File: src/rtl/serial_divisibility_by_n_fsm_if.sv
// Bit-stream and result bundle for serial_divisibility_by_n_fsm.
// The lsb_first control exists only when SERIAL_DIV_LSB_FIRST_EN is defined.
interface serial_divisibility_by_n_fsm_if #(
    parameter int DIVISOR = 3,
    parameter int CNT_W   = 8
);
    localparam int RW = $clog2(DIVISOR);

    logic             start;
    logic             bit_valid;
    logic             new_bit;
`ifdef SERIAL_DIV_LSB_FIRST_EN
    logic             lsb_first;
`endif
    logic             div_by_n;
    logic [RW-1:0]    remainder;
    logic [CNT_W-1:0] bit_count;

    modport master (
`ifdef SERIAL_DIV_LSB_FIRST_EN
        output lsb_first,
`endif
        output start, bit_valid, new_bit,
        input  div_by_n, remainder, bit_count
    );

    modport slave (
`ifdef SERIAL_DIV_LSB_FIRST_EN
        input  lsb_first,
`endif
        input  start, bit_valid, new_bit,
        output div_by_n, remainder, bit_count
    );
endinterface

File: src/rtl/serial_divisibility_by_n_fsm.sv
// Serial mod-DIVISOR tracker with saturating bit count; LSB-first mode under SERIAL_DIV_LSB_FIRST_EN.
// Latency: 1 cycle, outputs straight from registers.
// Backpressure: none, every qualified bit is accepted.
module serial_divisibility_by_n_fsm #(
    parameter int DIVISOR = 3,
    parameter int CNT_W   = 8
) (
    input  logic                         clk,
    input  logic                         rst,
    serial_divisibility_by_n_fsm_if.slave dv
);
    localparam int            RW    = $clog2(DIVISOR);
    localparam logic [RW:0]   N_EXT = DIVISOR[RW:0];

    generate
        if (DIVISOR < 2 || DIVISOR > 255) begin : g_bad_divisor
            $error("serial_divisibility_by_n_fsm: DIVISOR must be in 2..255");
        end
    endgenerate

    logic [RW-1:0]    rem, rem_d, rem_msb;
    logic [CNT_W-1:0] cnt, cnt_d, cnt_inc;
    logic [RW:0]      t, t_sub;

    // 2*rem + bit is below 2N, so one conditional subtract reduces it
    assign t       = {rem, dv.new_bit};
    assign t_sub   = t - N_EXT;
    assign rem_msb = (t >= N_EXT) ? t_sub[RW-1:0] : t[RW-1:0];
    assign cnt_inc = (&cnt) ? cnt : cnt + CNT_W'(1);

`ifdef SERIAL_DIV_LSB_FIRST_EN
    localparam logic [RW-1:0] W_ONE = RW'(1);
    localparam logic [RW-1:0] W_TWO = (DIVISOR == 2) ? '0 : RW'(2);

    logic [RW-1:0] weight, weight_d, weight_lsb, rem_lsb;
    logic          mode_lsb, mode_d;
    logic [RW:0]   s, s_sub, u, u_sub;

    // weight tracks 2^k mod N for the next bit position
    assign s          = {1'b0, rem} + (dv.new_bit ? {1'b0, weight} : '0);
    assign s_sub      = s - N_EXT;
    assign rem_lsb    = (s >= N_EXT) ? s_sub[RW-1:0] : s[RW-1:0];
    assign u          = {weight, 1'b0};
    assign u_sub      = u - N_EXT;
    assign weight_lsb = (u >= N_EXT) ? u_sub[RW-1:0] : u[RW-1:0];
`endif

    always_ff @(posedge clk or posedge rst) begin
        if (rst) begin
            rem      <= '0;
            cnt      <= '0;
`ifdef SERIAL_DIV_LSB_FIRST_EN
            weight   <= W_ONE;
            mode_lsb <= 1'b0;
`endif
        end else begin
            rem      <= rem_d;
            cnt      <= cnt_d;
`ifdef SERIAL_DIV_LSB_FIRST_EN
            weight   <= weight_d;
            mode_lsb <= mode_d;
`endif
        end
    end

    always_comb begin
        rem_d    = rem;
        cnt_d    = cnt;
`ifdef SERIAL_DIV_LSB_FIRST_EN
        weight_d = weight;
        mode_d   = mode_lsb;
`endif
        if (dv.start) begin
`ifdef SERIAL_DIV_LSB_FIRST_EN
            mode_d = dv.lsb_first;
`endif
            if (dv.bit_valid) begin
                // the sampled bit is the first bit of the new number
                rem_d    = RW'(dv.new_bit);
                cnt_d    = CNT_W'(1);
`ifdef SERIAL_DIV_LSB_FIRST_EN
                weight_d = W_TWO;
`endif
            end else begin
                rem_d    = '0;
                cnt_d    = '0;
`ifdef SERIAL_DIV_LSB_FIRST_EN
                weight_d = W_ONE;
`endif
            end
        end else if (dv.bit_valid) begin
            cnt_d = cnt_inc;
`ifdef SERIAL_DIV_LSB_FIRST_EN
            if (mode_lsb) begin
                rem_d    = rem_lsb;
                weight_d = weight_lsb;
            end else begin
                rem_d    = rem_msb;
            end
`else
            rem_d = rem_msb;
`endif
        end
    end

    always_comb begin
        dv.remainder = rem;
        dv.div_by_n  = (rem == '0);
        dv.bit_count = cnt;
    end
endmodule
File: src/flat_wrapper.sv
// flat-port wrapper written by rule: the top's interface ports become plain ports
module serial_divisibility_by_n_fsm_flat 
#(
    parameter int DIVISOR = 3,
    parameter int CNT_W   = 8
)
  (clk, rst, dv_start, dv_bit_valid, dv_new_bit, dv_div_by_n, dv_remainder, dv_bit_count);
  serial_divisibility_by_n_fsm_if #(.DIVISOR(DIVISOR), .CNT_W(CNT_W)) dv_i ();
  input  logic clk;
  input  logic rst;
  input wire logic [$bits(dv_i.start)-1:0] dv_start;
  input wire logic [$bits(dv_i.bit_valid)-1:0] dv_bit_valid;
  input wire logic [$bits(dv_i.new_bit)-1:0] dv_new_bit;
  output wire logic [$bits(dv_i.div_by_n)-1:0] dv_div_by_n;
  output wire logic [$bits(dv_i.remainder)-1:0] dv_remainder;
  output wire logic [$bits(dv_i.bit_count)-1:0] dv_bit_count;
  assign dv_i.start = dv_start;
  assign dv_i.bit_valid = dv_bit_valid;
  assign dv_i.new_bit = dv_new_bit;
  assign dv_div_by_n = dv_i.div_by_n;
  assign dv_remainder = dv_i.remainder;
  assign dv_bit_count = dv_i.bit_count;
  serial_divisibility_by_n_fsm #(.DIVISOR(DIVISOR), .CNT_W(CNT_W)) u_core (.clk(clk), .rst(rst), .dv(dv_i));
endmodule
File: config.mk
export PLATFORM = sky130hd
export DESIGN_NAME = serial_divisibility_by_n_fsm_flat
export DESIGN_NICKNAME = d
export VERILOG_FILES = /design/src/rtl/serial_divisibility_by_n_fsm_if.sv /design/src/rtl/serial_divisibility_by_n_fsm.sv /design/src/flat_wrapper.sv
export SDC_FILE = /design/constraint.sdc
export NUM_CORES = 1
export LEC_CHECK = 0
export CORE_MARGIN = 2
export CORE_UTILIZATION = 41
export DETAILED_ROUTE_END_ITERATION = 7
export PLACE_DENSITY = 0.71
export SETUP_SLACK_MARGIN = 0.4
export SYNTH_ARGS = -nofsm -noshare
export SYNTH_HDL_FRONTEND = slang
export SYNTH_SLANG_ARGS = --single-unit
File: constraint.sdc
create_clock -name clk -period 1.74 [get_ports clk]
set_clock_uncertainty 0.2 [all_clocks]
set_input_delay 0.174 -clock clk [delete_from_list [all_inputs] [get_ports clk]]
set_output_delay 0.174 -clock clk [all_outputs]
set_load 0.005 [all_outputs]
==> flow_summary.yaml, run 1 <==
grt:
  first_pass_grt_wire_length_mm: 3.21
  global_route.overflow_total: 0
  grt_antenna_before_repair: 0
  global_route.usage.total: 0.226
  via_count_of_the_first_global_routing_pass: 676
  maximum_number_of_pins_on_one_net_before_global_route_repair: 11
sta:
  setup_repair_after_global_routing_missed_its_margin: "true"
  hold-worst-slack_ps: -9.41
  report.final.hold_viol_count: 10
  setup_viol: 0
  max-slew-margin-rel: 0.731
  tightestPinTransition_ps: 403
  period_minus_slack_ps: 1550
  post-route-period-util: 0.891
  timing_max_transition_violations_final: 0
  timing.fmax_mhz: 645
layout:
  post_route_cells_drive_above_1_share: 0.598
  finish.utilization: 0.787
  nNetsFinal: 120
  area.growth.synth_to_final_pct: 79.5
  antenna-diode-count: 0
  final_area_mm2: 0.00119
logic_synthesis:
  synth.ff_latch_count: 10
  synthesis.instances: 67
  synth.area.top_cells: "sky130_fd_sc_hd__dfrtp_1 (38%), sky130_fd_sc_hd__mux2_4 (4.5%), sky130_fd_sc_hd__ha_1 (3.8%), sky130_fd_sc_hd__nand2b_1 (3.8%), sky130_fd_sc_hd__a211oi_1 (3.4%)"
  synthesis.yosys.warnings: 0
  seq_area_frac_synth: 0.379
  synth_area_leader_cell: "sky130_fd_sc_hd__dfrtp_1"
  ys_top_cells_by_count: "sky130_fd_sc_hd__dfrtp_1 (10), sky130_fd_sc_hd__nor2_1 (5), sky130_fd_sc_hd__a21oi_1 (4), sky130_fd_sc_hd__nand2b_1 (4)"
  cell_with_the_most_instances_after_synthesis: "sky130_fd_sc_hd__dfrtp_1"
  postSynth.asyncResetShare: 1.00
  yosysUniqueCellTypes: 33
  ys_dominant_reg_cell: "sky130_fd_sc_hd__dfrtp_1"
  syn-cell-area_um2: 661
  mappedNetlistNets: 74
  share_of_the_synthesized_area_in_the_top_cell_type: 0.379
  synth_enable_flop_cells: 0
  postSynthAreaPerCell_um2: 9.86
routing:
  via_count: 730
  drc: 0
  drt_first_iter_violations: 13
  final_routed_wirelength_mm: 1.97
  drt_pass1_iterations: 4
  wl_per_cell_um: 15.4
  viasPerCell: 5.70
  route.antenna.remaining_nets: 0
place:
  post-dp-hpwl_mm: 1.09
  placed_cell_area_um2: 870
  io_buffers: 15
  routability_driven_placement_congestion_ratio: 0.791
power_and_ir_drop:
  power_density_mw_per_mm2: 581
  vdd_drop_max_v: 0.000401
  p_leak_nw: 0.537
worst_setup_path:
  critical_path.endpoint_type: "register"
  critPathKind: "reg -> reg"
  critical_path_arrival_ps: 1500
  critPathMaxFanout: 7
  cp-start-kind: "register"
  crit_required_ps: 1690
clocking:
  htree_levels: 1
  clock_sink_count: 10
  cts-hold-fix-buffers: 0
  cts.path.max_buffers: 2
  root_buffer: "sky130_fd_sc_hd__clkbuf_4"
  clkLatencyLatePin_ps: 260
  cts.clk_slew.worst_paths_ps: 80
  cts_buffers: 3
  tritoncts: "yes"
floorplanning:
  io-pin-count: 16
  floorplan.die_area_mm2: 0.00195
  placeableCoreArea_mm2: 0.00151
  die_w_um: 44.1
  die_extent_in_y_um: 44.1
  floorplan.rows: 14
  initial_utilization: 0.439
outcome:
  violations: "hold timing"
  run_status: "finished, violations left"
worst_hold_path:
  holdCritPathClass: "in -> async"
job:
  cap_violations: 0
==> registers in the layout (all words and copies together) (netlist names) <==
| register | flops |
|---|---|
| u_core.dv.bit_count | 8 |
| u_core.dv.remainder | 2 |
==> cells in the final DEF, fill, tap and decap left out, types with 3 or more instances in the layout <==
cell                            count
sky130_fd_sc_hd__dfrtp_1            5
sky130_fd_sc_hd__buf_4             16
sky130_fd_sc_hd__nor2_1             4
sky130_fd_sc_hd__a21oi_2            3
sky130_fd_sc_hd__dlygate4sd2_1      3
sky130_fd_sc_hd__dfrtp_2            5
sky130_fd_sc_hd__buf_6             16
sky130_fd_sc_hd__a21oi_1            3
sky130_fd_sc_hd__nand4_1            3
sky130_fd_sc_hd__clkbuf_2           3
sky130_fd_sc_hd__nand2b_1           4
sky130_fd_sc_hd__clkbuf_4           3
sky130_fd_sc_hd__buf_2              3
==> power by group <==
part	internal [W]	switching [W]	leakage (nW)
clock network	0.000127	0.0000874	0.0210
logic	0.000125	0.0000905	0.389
registers	0.000246	0.0000125	0.128
total	0.000498	0.000190	0.537
==> per-stage QoR <==
stage                     setup slack [ps]  total power, W  TNS [ps]  instances
after detailed placement             -46.7        0.000387      -165        100
after global routing                   158        0.000724         0        128
final                                  189        0.000689         0        128
after CTS                              202        0.000664         0        127
after floorplan                       87.0        0.000326         0         67
after global placement               -15.4        0.000384     -33.2        100
==> repair_timing <==
action | CTS | global route
pin swaps | 15 | 8
buffers inserted | 23 | 1
setup endpoints to repair | 21 | 17
resized for setup | 47 | 22
cloned | 0 | 0
==> cells by family after synthesis <==
| logic type | Yosys count | share of synthesized area |
|---|---|---|
| flip-flops | 10 | 0.379 |
| multiplexers | 3 | 0.0606 |
| AND/OR/NAND/NOR | 28 | 0.267 |
| buffers and inverters | 6 | 0.0625 |
| AO/OA/AOI/OAI | 18 | 0.193 |
| adder cells (fa/ha/maj) | 2 | 0.0379 |
==> final cells by class <==
cell class | count | area (um^2)
multi-input combinational | 51 | 467
inverter | 2 | 7.51
sequential | 10 | 256
tap | 16 | 20.0
clock buffer | 4 | 36.3
fill | 97 | 320
timing repair buffer | 45 | 399
==> critical path: stages, from the launching register on <==
cell and delay, ps:
sky130_fd_sc_hd__dfrtp_2 440, sky130_fd_sc_hd__ha_4 170, sky130_fd_sc_hd__and3_4 180, sky130_fd_sc_hd__a21oi_2 150, sky130_fd_sc_hd__mux2_4 300
==> metal layers <==
metal / global-route usage / vias up / routed length, um
li1: - / 342 / -
met1: 0.360 / 368 / 942
met2: 0.315 / 16 / 933
met3: 0.0367 / 4 / 65
met4: 0.0545 / 0 / 28
met5: 0 / - / 0
==> final timing paths <==
path | from | endpoint | slack (ps) | cells past startpoint
max | u_core.dv.bit_count[1]$_DFFE_PP0P_ | u_core.dv.bit_count[4]$_DFFE_PP0P_ | 190 | 4
min | rst | u_core.dv.bit_count[7]$_DFFE_PP0P_ | -9 | 2
max reg2reg | u_core.dv.bit_count[1]$_DFFE_PP0P_ | u_core.dv.bit_count[4]$_DFFE_PP0P_ | 190 | 4
min reg2reg | u_core.dv.bit_count[5]$_DFFE_PP0P_ | u_core.dv.bit_count[5]$_DFFE_PP0P_ | 460 | 3
max in group asynchronous | rst | u_core.dv.remainder[0]$_DFFE_PP0P_ | 1040 | 2
min in group clk | dv_new_bit | u_core.dv.remainder[0]$_DFFE_PP0P_ | 160 | 3
No activity file was read; power rests on OpenSTA's default activity.
==> run 2: changes to the inputs <==
Settings changed: SLEW_MARGIN from default to 15.
==> results of run 2 <==
The final DEF is identical to that of run 1; final timing and power are the same.
==> run 3: changes to the inputs <==
Settings changed: SLEW_MARGIN 15 to default, TNS_END_PERCENT from default to 30.
==> run 3 against run 2 <==
The flow now finishes without violations. Clock-buffer cell count did not move. Sequential cell count unchanged. Cell area down 10%. Core utilization down 8.1 points. Combinational power is 19% lower. Clock power barely moved. Register-to-register slack is essentially flat. Fmax increased by 0.54%. Largest cell class unchanged.
==> flow_summary.yaml, run 3 (synthesis results as in run 1) <==
layout:
  num-fill-cells: 116
  multiInputGateArea_um2: 415
  leading_cell_types_in_the_layout_fill_and_taps_excluded: "sky130_fd_sc_hd__buf_4 (16), sky130_fd_sc_hd__buf_6 (6), sky130_fd_sc_hd__dfrtp_1 (6)"
  nNetsFinal: 113
  area.growth.synth_to_final_pct: 61.0
  mostFrequentLayoutCell: "sky130_fd_sc_hd__buf_4"
  largest_register_ff_count: 8
  antenna-diode-count: 0
  ff_latch_area_um2: 255
  post_route_cells_drive_above_1_share: 0.419
power_and_ir_drop:
  pwr-share-comb: 0.271
  p_int_w: 0.000475
  seqPwrFrac: 0.398
  clockPowerShare: 0.331
  vdd_drop_max_v: 0.000363
  p_leak_nw: 0.490
  power_density_mw_per_mm2: 609
  power_switching_w: 0.000173
  p_sw_frac: 0.267
grt:
  maximum_number_of_pins_on_one_net_before_global_route_repair: 11
  grt_antenna_before_repair: 0
  global_route.usage.total: 0.187
  first_pass_grt_wire_length_mm: 2.68
  global_route.overflow_total: 0
  via_count_of_the_first_global_routing_pass: 616
floorplanning:
  io-pin-count: 16
  die_w_um: 44.1
  initial_utilization: 0.439
  placeableCoreArea_mm2: 0.00151
  floorplan.die_area_mm2: 0.00195
  floorplan.rows: 14
  die_extent_in_y_um: 44.1
worst_setup_path:
  crit_path_top_delay_cell: "sky130_fd_sc_hd__dfrtp_2"
  path_delay_family: "flip-flops"
  crit_path_largest_cell_delay_ps: 430
  critical_path.endpoint_type: "register"
  crit_required_ps: 1690
  critical_path_arrival_ps: 1490
  cp-start-kind: "register"
  worst-path-buf-inv: 0
  critical_path.cell_chain: "ha_4 > and3_4 > a21oi_2 > mux2_4"
  critPathKind: "reg -> reg"
  critPathMaxFanout: 6
routing:
  drc: 0
  wl_per_cell_um: 13.5
  via_count: 665
  route.antenna.remaining_nets: 0
  viasPerCell: 5.50
  drt_first_iter_violations: 11
  final_routed_wirelength_mm: 1.63
  drt_pass1_iterations: 4
sta:
  timing.setup.tns_ps: 0
  setup_repair_after_global_routing_missed_its_margin: "true"
  report.final.hold_viol_count: 0
  setup_viol: 0
  timing.fmax_mhz: 648
  tightestPinTransition_ps: 381
  hold-worst-slack_ps: 117
  max-slew-margin-rel: 0.745
  post-route-period-util: 0.887
  timing_max_transition_violations_final: 0
  period_minus_slack_ps: 1540
place:
  post-dp-hpwl_mm: 1.09
  io_buffers: 15
  routability_driven_placement_congestion_ratio: 0.827
clocking:
  cts.clk_slew.worst_paths_ps: 70
  clkLatencyLatePin_ps: 270
  clock_sink_count: 10
  root_buffer: "sky130_fd_sc_hd__clkbuf_4"
  tritoncts: "yes"
  htree_levels: 1
  cts.path.max_buffers: 2
  cts_buffers: 3
outcome:
  run_status: "complete, no violations"
job:
  cap_violations: 0
worst_hold_path:
  holdCritPathClass: "in -> reg"
[run 3: changes by cell type in the layout (fill, tap and decap cells not counted), sizes merged]
cell / delta
clkbuf: -3
dlymetal6s2s: +1
clkdlybuf4s50: +3
buf: -9
dlygate4sd3: +1
[run 3: area by class of cell]
| class | instances | share of cell area |
|---|---|---|
| Clock buffer | 4 | 0.0341 |
| Multi-Input combinational cell | 51 | 0.391 |
| Tap cell | 16 | 0.0188 |
| Sequential cell | 10 | 0.240 |
| Timing Repair Buffer | 38 | 0.309 |
| Inverter | 2 | 0.00706 |
[run 3: metal layers]
| metal | vias to the layer above | wire, um | track usage |
|---|---|---|---|
| li1 | 337 | - | - |
| met1 | 309 | 754 | 0.269 |
| met2 | 17 | 764 | 0.276 |
| met3 | 2 | 100 | 0.0367 |
| met4 | 0 | 10 | 0.0667 |
| met5 | - | 0 | 0 |
[run 3: repair_timing]
item | 4_1_cts | 5_1_grt
hold buffers | 1 | 0
endpoints found under the hold margin | 10 | 0
cloned | 0 | 0
pin swaps | 3 | 5
buffers inserted | 14 | 1
endpoints found under the setup margin | 21 | 24
resized for setup | 23 | 13
[run 3: final timing paths]
check,startpoint,endpoint,slack (ps),cells past startpoint
max in group asynchronous,rst,u_core.dv.bit_count[0]$_DFFE_PP0P_,520,3
min reg2reg,u_core.dv.bit_count[7]$_DFFE_PP0P_,u_core.dv.bit_count[7]$_DFFE_PP0P_,460,3
min in group asynchronous,rst,u_core.dv.bit_count[7]$_DFFE_PP0P_,530,3
min,dv_new_bit,u_core.dv.remainder[0]$_DFFE_PP0P_,120,3
max,u_core.dv.bit_count[1]$_DFFE_PP0P_,u_core.dv.bit_count[4]$_DFFE_PP0P_,200,4
max reg2reg,u_core.dv.bit_count[1]$_DFFE_PP0P_,u_core.dv.bit_count[4]$_DFFE_PP0P_,200,4
[run 3: tightest hold or removal path, delay by kind of cell]
| kind | cells | cell delay (ps) |
|---|---|---|
| AOI/OAI and AO/OA | 2 | 190 |
| buffers and inverters | 1 | 180 |
[run 3: power groups by stage]
stage	Combinational, W	Sequential (W)	Clock [W]
6_report	0.000175	0.000258	0.000214
5_1_grt	0.000195	0.000260	0.000235
4_1_cts	0.000155	0.000257	0.000220
3_5_place_dp	0.000121	0.000270	0
3_3_place_gp	0.000120	0.000270	0
2_1_floorplan	0.0000547	0.000271	0
[run 3: through the flow]
| step | util | total power (W) | instances | worst slack [ps] | cell area [um^2] |
|---|---|---|---|---|---|
| global placement | 0.577 | 0.000390 | 101 | 23.8 | 870 |
| detailed placement | 0.577 | 0.000391 | 101 | 4.50 | 870 |
| floorplan | - | 0.000326 | 67 | 86.9 | 681 |
| finish | 0.706 | 0.000647 | 121 | 197 | 1060 |
| global route | 0.706 | 0.000690 | 121 | 168 | 1060 |
| CTS | 0.674 | 0.000632 | 120 | 187 | 1010 |
